## src/rtl/muldiv_unit.sv

```systemverilog
// muldiv_unit: iterative radix-2 multiply/divide unit owning the HI/LO registers.
// MULT/MULTU use shift-add, DIV/DIVU use restoring subtraction, both on operand
// magnitudes; the sign of the result is applied in a final FIX cycle.
module muldiv_unit #(
   parameter int WIDTH = 32,
   parameter int CNT_W = 6
) (
   input  logic             clk,
   input  logic             rst_n,
   input  logic             start,
   input  logic [2:0]       op,
   input  logic [WIDTH-1:0] a,
   input  logic [WIDTH-1:0] b,
   input  logic             cancel,
   output logic             busy,
   output logic             done,
   output logic [WIDTH-1:0] hi,
   output logic [WIDTH-1:0] lo
);

   typedef enum logic [1:0] {
      S_IDLE = 2'b00,
      S_RUN  = 2'b01,
      S_FIX  = 2'b10
   } state_t;

   localparam logic [2:0] OP_MTHI = 3'b100;
   localparam logic [2:0] OP_MTLO = 3'b101;

   // two's complement negation helpers
   function automatic logic [WIDTH-1:0] neg_w(input logic [WIDTH-1:0] x);
      return ~x + {{(WIDTH-1){1'b0}}, 1'b1};
   endfunction

   function automatic logic [2*WIDTH-1:0] neg_2w(input logic [2*WIDTH-1:0] x);
      return ~x + {{(2*WIDTH-1){1'b0}}, 1'b1};
   endfunction

   state_t             state_r, state_nxt_s;
   logic [CNT_W-1:0]   cnt_r;
   logic [WIDTH-1:0]   p_hi_r, p_lo_r;     // product / remainder:quotient working pair
   logic [WIDTH-1:0]   mcand_r;            // multiplicand or divisor magnitude
   logic               is_div_r, neg_q_r, neg_r_r, div_zero_r;
   logic [WIDTH-1:0]   hi_r, lo_r;
   logic               done_r;
   logic               busy_s;

   logic               accept_s, is_md_s, last_s;
   logic               a_neg_s, b_neg_s;
   logic [WIDTH-1:0]   a_mag_s, b_mag_s;
   logic [WIDTH:0]     mul_sum_s, div_shift_s;
   logic               div_ge_s;
   logic [WIDTH-1:0]   div_sub_s;
   logic [WIDTH-1:0]   step_hi_s, step_lo_s;
   logic [2*WIDTH-1:0] prod_s, prod_fix_s;
   logic [WIDTH-1:0]   res_hi_s, res_lo_s;

   // request decode and operand magnitudes (op[0]=0 selects the signed variants)
   always_comb begin
      accept_s = (state_r == S_IDLE) && start && !cancel;
      is_md_s  = (op[2] == 1'b0);
      last_s   = (cnt_r == CNT_W'(WIDTH-1));
      a_neg_s  = !op[0] && a[WIDTH-1];
      b_neg_s  = !op[0] && b[WIDTH-1];
      a_mag_s  = a_neg_s ? neg_w(a) : a;
      b_mag_s  = b_neg_s ? neg_w(b) : b;
   end

   // one radix-2 iteration: shift-add for multiply, restoring subtract for divide
   always_comb begin
      mul_sum_s   = {1'b0, p_hi_r} + (p_lo_r[0] ? {1'b0, mcand_r} : {(WIDTH+1){1'b0}});
      div_shift_s = {p_hi_r, p_lo_r[WIDTH-1]};
      div_ge_s    = (div_shift_s >= {1'b0, mcand_r});
      div_sub_s   = div_shift_s[WIDTH-1:0] - mcand_r;
      if (is_div_r) begin
         if (div_ge_s) begin
            step_hi_s = div_sub_s;
            step_lo_s = {p_lo_r[WIDTH-2:0], 1'b1};
         end else begin
            step_hi_s = div_shift_s[WIDTH-1:0];
            step_lo_s = {p_lo_r[WIDTH-2:0], 1'b0};
         end
      end else begin
         step_hi_s = mul_sum_s[WIDTH:1];
         step_lo_s = {mul_sum_s[0], p_lo_r[WIDTH-1:1]};
      end
   end

   // sign correction and divide-by-zero override applied in FIX
   always_comb begin
      prod_s     = {p_hi_r, p_lo_r};
      prod_fix_s = neg_q_r ? neg_2w(prod_s) : prod_s;
      if (is_div_r) begin
         if (div_zero_r) begin
            res_lo_s = {WIDTH{1'b1}};
         end else begin
            res_lo_s = neg_q_r ? neg_w(p_lo_r) : p_lo_r;
         end
         res_hi_s = neg_r_r ? neg_w(p_hi_r) : p_hi_r;
      end else begin
         res_hi_s = prod_fix_s[2*WIDTH-1:WIDTH];
         res_lo_s = prod_fix_s[WIDTH-1:0];
      end
   end

   // state register
   always_ff @(posedge clk) begin
      if (!rst_n) begin
         state_r <= S_IDLE;
      end else begin
         state_r <= state_nxt_s;
      end
   end

   // next-state logic; cancel aborts RUN/FIX immediately
   always_comb begin
      state_nxt_s = state_r;
      case (state_r)
         S_IDLE: begin
            if (accept_s && is_md_s) begin
               state_nxt_s = S_RUN;
            end else begin
               state_nxt_s = S_IDLE;
            end
         end
         S_RUN: begin
            if (cancel) begin
               state_nxt_s = S_IDLE;
            end else if (last_s) begin
               state_nxt_s = S_FIX;
            end else begin
               state_nxt_s = S_RUN;
            end
         end
         S_FIX:   state_nxt_s = S_IDLE;
         default: state_nxt_s = S_IDLE;
      endcase
   end

   // output decode from state
   always_comb begin
      case (state_r)
         S_RUN:   busy_s = 1'b1;
         S_FIX:   busy_s = 1'b1;
         default: busy_s = 1'b0;
      endcase
   end

   // datapath, HI/LO and done pulse
   always_ff @(posedge clk) begin
      if (!rst_n) begin
         cnt_r      <= {CNT_W{1'b0}};
         p_hi_r     <= {WIDTH{1'b0}};
         p_lo_r     <= {WIDTH{1'b0}};
         mcand_r    <= {WIDTH{1'b0}};
         is_div_r   <= 1'b0;
         neg_q_r    <= 1'b0;
         neg_r_r    <= 1'b0;
         div_zero_r <= 1'b0;
         hi_r       <= {WIDTH{1'b0}};
         lo_r       <= {WIDTH{1'b0}};
         done_r     <= 1'b0;
      end else begin
         done_r <= 1'b0;
         case (state_r)
            S_IDLE: begin
               if (accept_s && is_md_s) begin
                  cnt_r      <= {CNT_W{1'b0}};
                  p_hi_r     <= {WIDTH{1'b0}};
                  p_lo_r     <= op[1] ? a_mag_s : b_mag_s;
                  mcand_r    <= op[1] ? b_mag_s : a_mag_s;
                  is_div_r   <= op[1];
                  neg_q_r    <= a_neg_s ^ b_neg_s;
                  neg_r_r    <= op[1] && a_neg_s;
                  div_zero_r <= op[1] && (b == {WIDTH{1'b0}});
               end else if (accept_s && (op == OP_MTHI)) begin
                  hi_r   <= a;
                  done_r <= 1'b1;
               end else if (accept_s && (op == OP_MTLO)) begin
                  lo_r   <= a;
                  done_r <= 1'b1;
               end
            end
            S_RUN: begin
               if (!cancel) begin
                  p_hi_r <= step_hi_s;
                  p_lo_r <= step_lo_s;
                  cnt_r  <= cnt_r + {{(CNT_W-1){1'b0}}, 1'b1};
               end
            end
            S_FIX: begin
               if (!cancel) begin
                  hi_r   <= res_hi_s;
                  lo_r   <= res_lo_s;
                  done_r <= 1'b1;
               end
            end
            default: begin
               done_r <= 1'b0;
            end
         endcase
      end
   end

   assign busy = busy_s;
   assign done = done_r;
   assign hi   = hi_r;
   assign lo   = lo_r;

endmodule

```

## config.mk

```make
export PLATFORM = sky130hd
export DESIGN_NAME = muldiv_unit
export DESIGN_NICKNAME = d
export VERILOG_FILES = /design/src/rtl/muldiv_unit.sv
export SDC_FILE = /design/constraint.sdc
export NUM_CORES = 1
export LEC_CHECK = 0
export BUFFER_PORTS_ARGS = -buffer_cell sky130_fd_sc_hd__buf_4
export CAP_MARGIN = 20
export CORE_MARGIN = 1
export CORE_UTILIZATION = 55
export DETAILED_ROUTE_END_ITERATION = 6
export PLACE_DENSITY_LB_ADDON = 0.25
export SLEW_MARGIN = 20
export SYNTH_ARGS = -nofsm -noshare
export SYNTH_HDL_FRONTEND = slang
export SYNTH_SLANG_ARGS = --single-unit
export TNS_END_PERCENT = 30
```

## constraint.sdc

```tcl
create_clock -name clk -period 4.13 [get_ports clk]
set_input_delay 0.413 -clock clk [delete_from_list [all_inputs] [get_ports clk]]
set_output_delay 0.413 -clock clk [all_outputs]
set_load 0.01 [all_outputs]
```

# Word-level counts from Yosys, hierarchy flattened
# Index checks and enable logic that the tools add are counted.
# classes
add_sub_neg	8
n_bitwise	7
n_eq_ne	12
reduce_logical	20
order_cmp	1
mux	43
# op_table
cell	count
$mux 32	24
$pmux 32 s2	4
$add 32x1->32 const B	4
$not 32->32	4
$add 64x1->64 const B	1
$mux 64	1
$not 64->64	1
$add 32x32->33	1
$ge 33x32->1	1
$logic_not 32->1	1
$sub 32x32->32	1
$mux 6	2
$pmux 6 s2	1
$logic_and 1x1->1	9
$ne 2x2->1 const B	4
$mux 1	7
$add 6x1->6 const B	1
$eq 3x3->1 const B	2
$eq 6x5->1 const B	1
$ne 2x1->1 const B	3
$reduce_and 5->1	1
$mux 2	2
$pmux 2 s2	1
$reduce_and 4->1	1
other kinds (11)	13
# word_totals
regBits	173
output_inout_bits	66
input_bits	71

# Logic depth before layout (Yosys ltp)
# Gate-level depths: netlist (run 1).
# depth
word_depth	8
ltp_mapped	14

# Worst setup path before layout (run 1)
# Ideal clock, no wire load.
# synth_path
path_type	reg2reg
from	register p_lo_r[0]
to	register p_hi_r[30]
path_stages_with_launch	14
arrival_time_ns	3.117
setup_slack_ns	0.912
setup_time_ns	0.101
cell_sequence	dfxtp_1 -> inv_1 -> clkbuf_1 -> nor2_1 -> ha_1 -> a2111oi_0 -> o21ai_0 -> o21a_1 -> a221oi_1 -> a211oi_1 -> o21a_1 -> o221ai_1 -> mux2_2 -> o41ai_1
# synth_between
elab_chain_cells	5
# synth_rtl
item	line	source
start: declaration	41	logic [WIDTH-1:0] p_hi_r, p_lo_r;
start signal: assignment	154	p_lo_r <= {WIDTH{1'b0}};
start signal: assignment	170	p_lo_r <= op[1] ? a_mag_s : b_mag_s;
start signal: assignment	187	p_lo_r <= step_lo_s;
$mux 32	71	mul_sum_s = {1'b0, p_hi_r} + (p_lo_r[0] ? {1'b0, mcand_r} : {(WIDTH+1){1'b0}});
$add 32x32->33	71	
$mux 32	75	if (is_div_r) begin
$mux 32	185	if (!cancel) begin
$pmux 32 s2	165	case (state_r)
end signal: assignment	153	p_hi_r <= {WIDTH{1'b0}};
end signal: assignment	169	p_hi_r <= {WIDTH{1'b0}};
end signal: assignment	186	p_hi_r <= step_hi_s;
end: declaration	41	
# Every way passes these cells. The select of a mux whose other input is x is not followed.
# A chain may end at the register's enable or synchronous reset.

# Final worst setup path (run 1)
# Ends and elaborated chain as after synthesis.

==> results.sh, run 1 <==
export IMPL_worstPathArrival_ns=4.16
export IMPL_initial_core_util=0.566
export IMPL_holdPathEnd="state_r[0]"
export IMPL_dieArea_mm2=0.0278
export IMPL_synth_common_cells="a21oi_1 (229), nor2_1 (221), nand2_1 (180)"
export IMPL_worst_path_buf_inv=2
export IMPL_holdPathStages=2
export IMPL_core_area_mm2=0.0264
export IMPL_end_kind="flop"
export IMPL_hold_class="in2reg"
export IMPL_status="complete, but fails checks"
export IMPL_synth_area_top_cells="dfxtp_1 (23%), a21oi_1 (7.7%), xnor2_1 (6.8%)"
export IMPL_flow_area_growth_from_synthesis_pct=13.2
export IMPL_gp_congestion=1.02
export IMPL_synth_cells=2038
export IMPL_slowest_stage="inv_1"
export IMPL_slew_viol_final=0
export IMPL_viasPerCell=6.68
export IMPL_fin_worst_skew_ns=0.0227
export IMPL_antenna_found_initial=0
export IMPL_regArea_mm2=0.00346
export IMPL_clkLatencyLatePin_ns=0.46
export IMPL_drt_initial_drc_count=2190
export IMPL_cts_tree="built"
export IMPL_worstPathCellList="inv_1 > buf_4 > nor2_1 > ha_1 > a2111oi_0 > o21ai_0 > o21a_1 > a221oi_1 > a211oi_1 > o21a_1 > o221ai_1 > mux2_2 > o41ai_1"
export IMPL_critPathKind="reg2reg"
export IMPL_r2r_slack_ns=0.31
export IMPL_nNetsFinal=2256
export IMPL_die_w_um=167
export IMPL_reg2reg_from="p_lo_r[0]"
export IMPL_worstRegToRegCells=13
export IMPL_overflow=0
export IMPL_rsz0062_at_grt="false"
export IMPL_crit_top_cell="o21a_1"
export IMPL_postCtsHoldBufs=0
export IMPL_ys_ff_latch=173
export IMPL_drc=3
export IMPL_hp_start="cancel"
export IMPL_path_delay_family="compound AO/OA/AOI/OAI gates"
export IMPL_cellLeakagePower_nw=6.90
export IMPL_peakVddDrop_uv=238
export IMPL_synth_cell_types=80
export IMPL_path_max_fanout=13
export IMPL_grt_pass1_wl_um=87300
export IMPL_clock_path_buffers=2
export IMPL_postRouteWirelength_um=58100
export IMPL_clkSlewWorstSetupHoldPaths_ns=0.09
export IMPL_hold_violations=0
export IMPL_drive_above_1_share=0.129
export IMPL_hpwl_um=44100
export IMPL_syn_nets=2183
export IMPL_netlist_area_mm2=0.0149
export IMPL_fin_crit_ns=3.82
export IMPL_synthFlopType="dfxtp_1"
export IMPL_cellPowerDensity_mw_per_mm2=274
export IMPL_cts_sinks=173
export IMPL_ys_seq_area_frac=0.232
export IMPL_syn_area_per_cell_um2=7.31
export IMPL_fin_crit_sh=0.925
export IMPL_slew_headroom=0.245
export IMPL_max_cap_violations=0
export IMPL_crit_required_ns=4.47
export IMPL_post_cts_buffers=0
export IMPL_grt_usage=0.408
export IMPL_synth_most_common_cell="a21oi_1"
export IMPL_synth_edf_count=0
export IMPL_ant_nets=0
export IMPL_die_h_um=167
export IMPL_tightest_slew_ns=1.13
export IMPL_num_antenna_cells=0
export IMPL_start_kind="flop"
export IMPL_wl_per_cell_um=23.6
export IMPL_numCtsBuffers=17
export IMPL_tns_ns=0
export IMPL_cts_root_buf="clkbuf_16"
export IMPL_grt_max_degree=99
export IMPL_setup_viol=0
export IMPL_max_stage_delay_ns=0.41
export IMPL_dr_pass1_iters=7
export IMPL_multi_input_area_mm2=0.0106
export IMPL_holdWs_ns=0.197
export IMPL_yosys_area_top_type="dfxtp_1"
export IMPL_port_buffers=136
export IMPL_postCtsResizedCells=0
export IMPL_dr_total_vias=16400
export IMPL_h_tree_depth=4
export IMPL_num_rows=59
export IMPL_violations="DRC"
export IMPL_clock_fmax_mhz=262
export IMPL_grt_pass1_vias=14900
export IMPL_async_flop_share=0
export IMPL_r2r_end="p_hi_r[30]"
export IMPL_fillers=2406
export IMPL_ios=137
export IMPL_yosysWarnings=0
export IMPL_synth_top_area_share=0.232
export IMPL_cp_startpoint="p_lo_r[0]"
-- logic make-up after synthesis --
kind of cell / count (synthesis) / synth area share
compound gates: 687 / 0.293
simple gates: 645 / 0.204
xor+xnor: 170 / 0.0999
flops: 173 / 0.232
mux: 76 / 0.0527
buf+inv: 213 / 0.0549
fa+ha+maj: 74 / 0.0631
-- worst max-delay path by stage --
stage	endpoint	slack (ns)	cells past startpoint
2_1_floorplan	p_hi_r[30]	0.91	13
3_3_place_gp	p_hi_r[30]	0.50	13
3_5_place_dp	p_hi_r[30]	0.41	13
4_1_cts	p_hi_r[30]	0.40	13
5_1_grt	p_hi_r[30]	0.16	13
6_report	p_hi_r[30]	0.31	13
-- per-stage QoR --
stage                     instances  total power (W)  setup WS (ns)  utilization  cell area, um^2
after global routing           2459          0.00477          0.156        0.640            16900
final                          2459          0.00463          0.310        0.640            16900
after CTS                      2458          0.00458          0.401        0.639            16900
after global placement         2425          0.00290          0.504        0.616            16200
after detailed placement       2426          0.00291          0.415        0.617            16300
after floorplan                2038          0.00253          0.912            -            14900
-- report_power, final --
group	switching, W	internal (W)	total, W
Clock	0.000884	0.000824	0.00171
Combinational	0.000739	0.000426	0.00116
Sequential	0.0000489	0.00170	0.00175
-- layer usage --
layer | vias up | wire (um) | global-route usage
li1 | 7541 | - | -
met1 | 7686 | 23300 | 0.536
met2 | 1006 | 24800 | 0.619
met3 | 202 | 5980 | 0.0699
met4 | 0 | 4030 | 0.261
met5 | - | 0 | 0
-- flip-flops by register name, summed over array words and instances, names as in the netlist, 2 cells and up --
| signal | cells |
|---|---|
| cnt_r | 6 |
| hi | 32 |
| lo | 32 |
| mcand_r | 32 |
| p_hi_r | 32 |
| p_lo_r | 32 |
| state_r | 2 |
-- cell type report --
type | instances | area share
clock buffers | 18 | 0.0254
well taps | 335 | 0.0248
multi-input cells | 1652 | 0.630
inverters | 73 | 0.0162
repair buffers | 194 | 0.0879
clock inverters | 14 | 0.00993
flip-flops and latches | 173 | 0.205
-- worst reg2reg max path, delay by kind of cell (launching register included) --
kind	cells	cell delay, ns
muxes	1	0.38
DFF	1	0.38
buffers and inverters	2	0.72
and+or+nand+nor	1	0.07
AOI/OAI and AO/OA	8	1.95
adders and majority gates	1	0.22
-- layout by cell type (no fill, tap or decap), drive strengths merged, types with 21 or more instances in the layout --
cell type | netlist | routed
a211oi | 64 | 64
a21o | 32 | 32
a21oi | 229 | 229
a31oi | 21 | 21
buf | 17 | 194
dfxtp | 173 | 173
ha | 72 | 72
inv | 72 | 81
mux2i | 56 | 56
nand2 | 180 | 180
nand3 | 32 | 32
nor2 | 221 | 221
nor3 | 56 | 56
nor4 | 22 | 22
o211ai | 23 | 23
o21ai | 151 | 151
o221ai | 33 | 33
o31ai | 21 | 21
xnor2 | 116 | 116
xor2 | 54 | 54
Power figures use the tool's default switching activity.
==> run 2: changes to the inputs <==
--- a/config.mk
+++ b/config.mk
@@ -7,6 +7,7 @@
 export LEC_CHECK = 0
 export BUFFER_PORTS_ARGS = -buffer_cell sky130_fd_sc_hd__buf_4
 export CAP_MARGIN = 20
+export CORE_ASPECT_RATIO = 0.75
 export CORE_MARGIN = 1
 export CORE_UTILIZATION = 55
 export DETAILED_ROUTE_END_ITERATION = 6
==> run 2 against run 1 <==
Against the previous run: the flow now finishes without violations; core utilization is essentially flat; sequential share of layout area grew 0.058 points; hold slack gained 0.017 ns; register-to-register slack lost 0.03 ns; critical endpoint is now hi[11]; largest cell class unchanged.
==> results.sh, run 2 (same netlist as run 1, synthesis figures left out) <==
export IMPL_dr_pass1_iters=6
export IMPL_postCtsHoldBufs=0
export IMPL_max_cap_violations=0
export IMPL_final_common_cell="a21oi_1"
export IMPL_h_tree_depth=4
export IMPL_wl_per_cell_um=23.7
export IMPL_post_cts_buffers=0
export IMPL_final_util=0.640
export IMPL_tns_ns=0
export IMPL_hold_class="in2reg"
export IMPL_numCtsBuffers=17
export IMPL_tightest_slew_ns=1.10
export IMPL_end_kind="flop"
export IMPL_hp_start="cancel"
export IMPL_crit_required_ns=4.50
export IMPL_die_w_um=192
export IMPL_holdPathEnd="state_r[0]"
export IMPL_clkSlewWorstSetupHoldPaths_ns=0.07
export IMPL_hpwl_um=44400
export IMPL_cts_tree="built"
export IMPL_nNetsFinal=2245
export IMPL_grt_max_degree=80
export IMPL_ant_nets=0
export IMPL_holdWs_ns=0.214
export IMPL_reg2reg_from="p_lo_r[16]"
export IMPL_rsz0062_at_grt="false"
export IMPL_clock_fmax_mhz=259
export IMPL_core_area_mm2=0.0263
export IMPL_r2r_slack_ns=0.28
export IMPL_hold_violations=0
export IMPL_overflow=0
export IMPL_slew_viol_final=0
export IMPL_flow_area_growth_from_synthesis_pct=12.9
export IMPL_setup_viol=0
export IMPL_die_h_um=145
export IMPL_viasPerCell=6.69
export IMPL_postRouteWirelength_um=58200
export IMPL_initial_core_util=0.567
export IMPL_clkLatencyLatePin_ns=0.45
export IMPL_dr_total_vias=16400
export IMPL_fin_crit_ns=3.85
export IMPL_grt_pass1_wl_um=85000
export IMPL_path_max_fanout=8
export IMPL_port_buffers=136
export IMPL_fin_worst_skew_ns=0.0142
export IMPL_drc=0
export IMPL_worstRegToRegCells=9
export IMPL_num_antenna_cells=0
export IMPL_mostFrequentLayoutCells="a21oi_1 (229), nor2_1 (220), buf_4 (181)"
export IMPL_grt_usage=0.408
export IMPL_status="completed"
export IMPL_worstPathArrival_ns=4.22
export IMPL_dieArea_mm2=0.0278
export IMPL_antenna_found_initial=0
export IMPL_postCtsResizedCells=0
export IMPL_gp_congestion=1.02
export IMPL_holdPathStages=2
export IMPL_cts_root_buf="clkbuf_16"
export IMPL_ios=137
export IMPL_cellLeakagePower_nw=6.84
export IMPL_r2r_end="hi[11]"
export IMPL_drt_initial_drc_count=2102
export IMPL_cts_sinks=173
export IMPL_grt_pass1_vias=14200
export IMPL_cellPowerDensity_mw_per_mm2=281
export IMPL_start_kind="flop"
export IMPL_fin_crit_sh=0.933
export IMPL_num_rows=51
export IMPL_peakVddDrop_uv=296
export IMPL_p_total_w=0.00474
export IMPL_drive_above_1_share=0.124
export IMPL_clock_path_buffers=2
export IMPL_critPathKind="reg2reg"
export IMPL_slew_headroom=0.262
[run 2: critical path, stage by stage, from the launching register on]
cell     delay (ns)
dfxtp_1        0.44
nor4_1         0.90
nand3_1        0.30
or3_1          0.50
or3_1          0.55
o21ai_0        0.31
xor2_1         0.11
a21oi_1        0.35
mux2i_1        0.14
a21oi_1        0.17
[run 2: layer usage]
layer | vias up | part of all wire | global-route usage
met4 | 0 | 0.032 | 0.136
met2 | 1115 | 0.38 | 0.549
met5 | - | 0 | 0
met1 | 7676 | 0.43 | 0.583
li1 | 7525 | - | -
met3 | 122 | 0.16 | 0.157
[run 2: worst max-delay path by stage]
stage / start / end / slack, ns / cells past startpoint
final: p_lo_r[16] / hi[11] / 0.28 / 9
after global routing: p_lo_r[0] / p_hi_r[29] / 0.02 / 13
after floorplan: p_lo_r[0] / p_hi_r[30] / 0.91 / 13
after CTS: p_lo_r[0] / p_hi_r[29] / 0.39 / 13
after detailed placement: p_lo_r[31] / p_hi_r[30] / 0.43 / 13
after global placement: p_hi_r[6] / p_hi_r[1] / 0.44 / 11
[run 2: final cells by class]
cell class,count,area [um^2]
fillers,2433,9460
clock buffers,21,470
multi-input cells,1652,10600
clock inverters,11,155
well taps,344,430
flip-flops and latches,173,3460
inverters,73,274
repair buffers,183,1400
[run 2: metrics by stage]
stage	setup WS [ns]	cells	cell area, um^2
6_report	0.276	2457	16800
2_1_floorplan	0.912	2038	14900
3_5_place_dp	0.434	2425	16200
3_3_place_gp	0.441	2425	16200
5_1_grt	0.0227	2457	16800
4_1_cts	0.394	2457	16800
[run 2: power by group]
group	internal, W	leakage [nW]	switching, W
Combinational	0.000439	5.14	0.000766
Sequential	0.00171	1.40	0.0000577
Clock	0.00101	0.293	0.000757
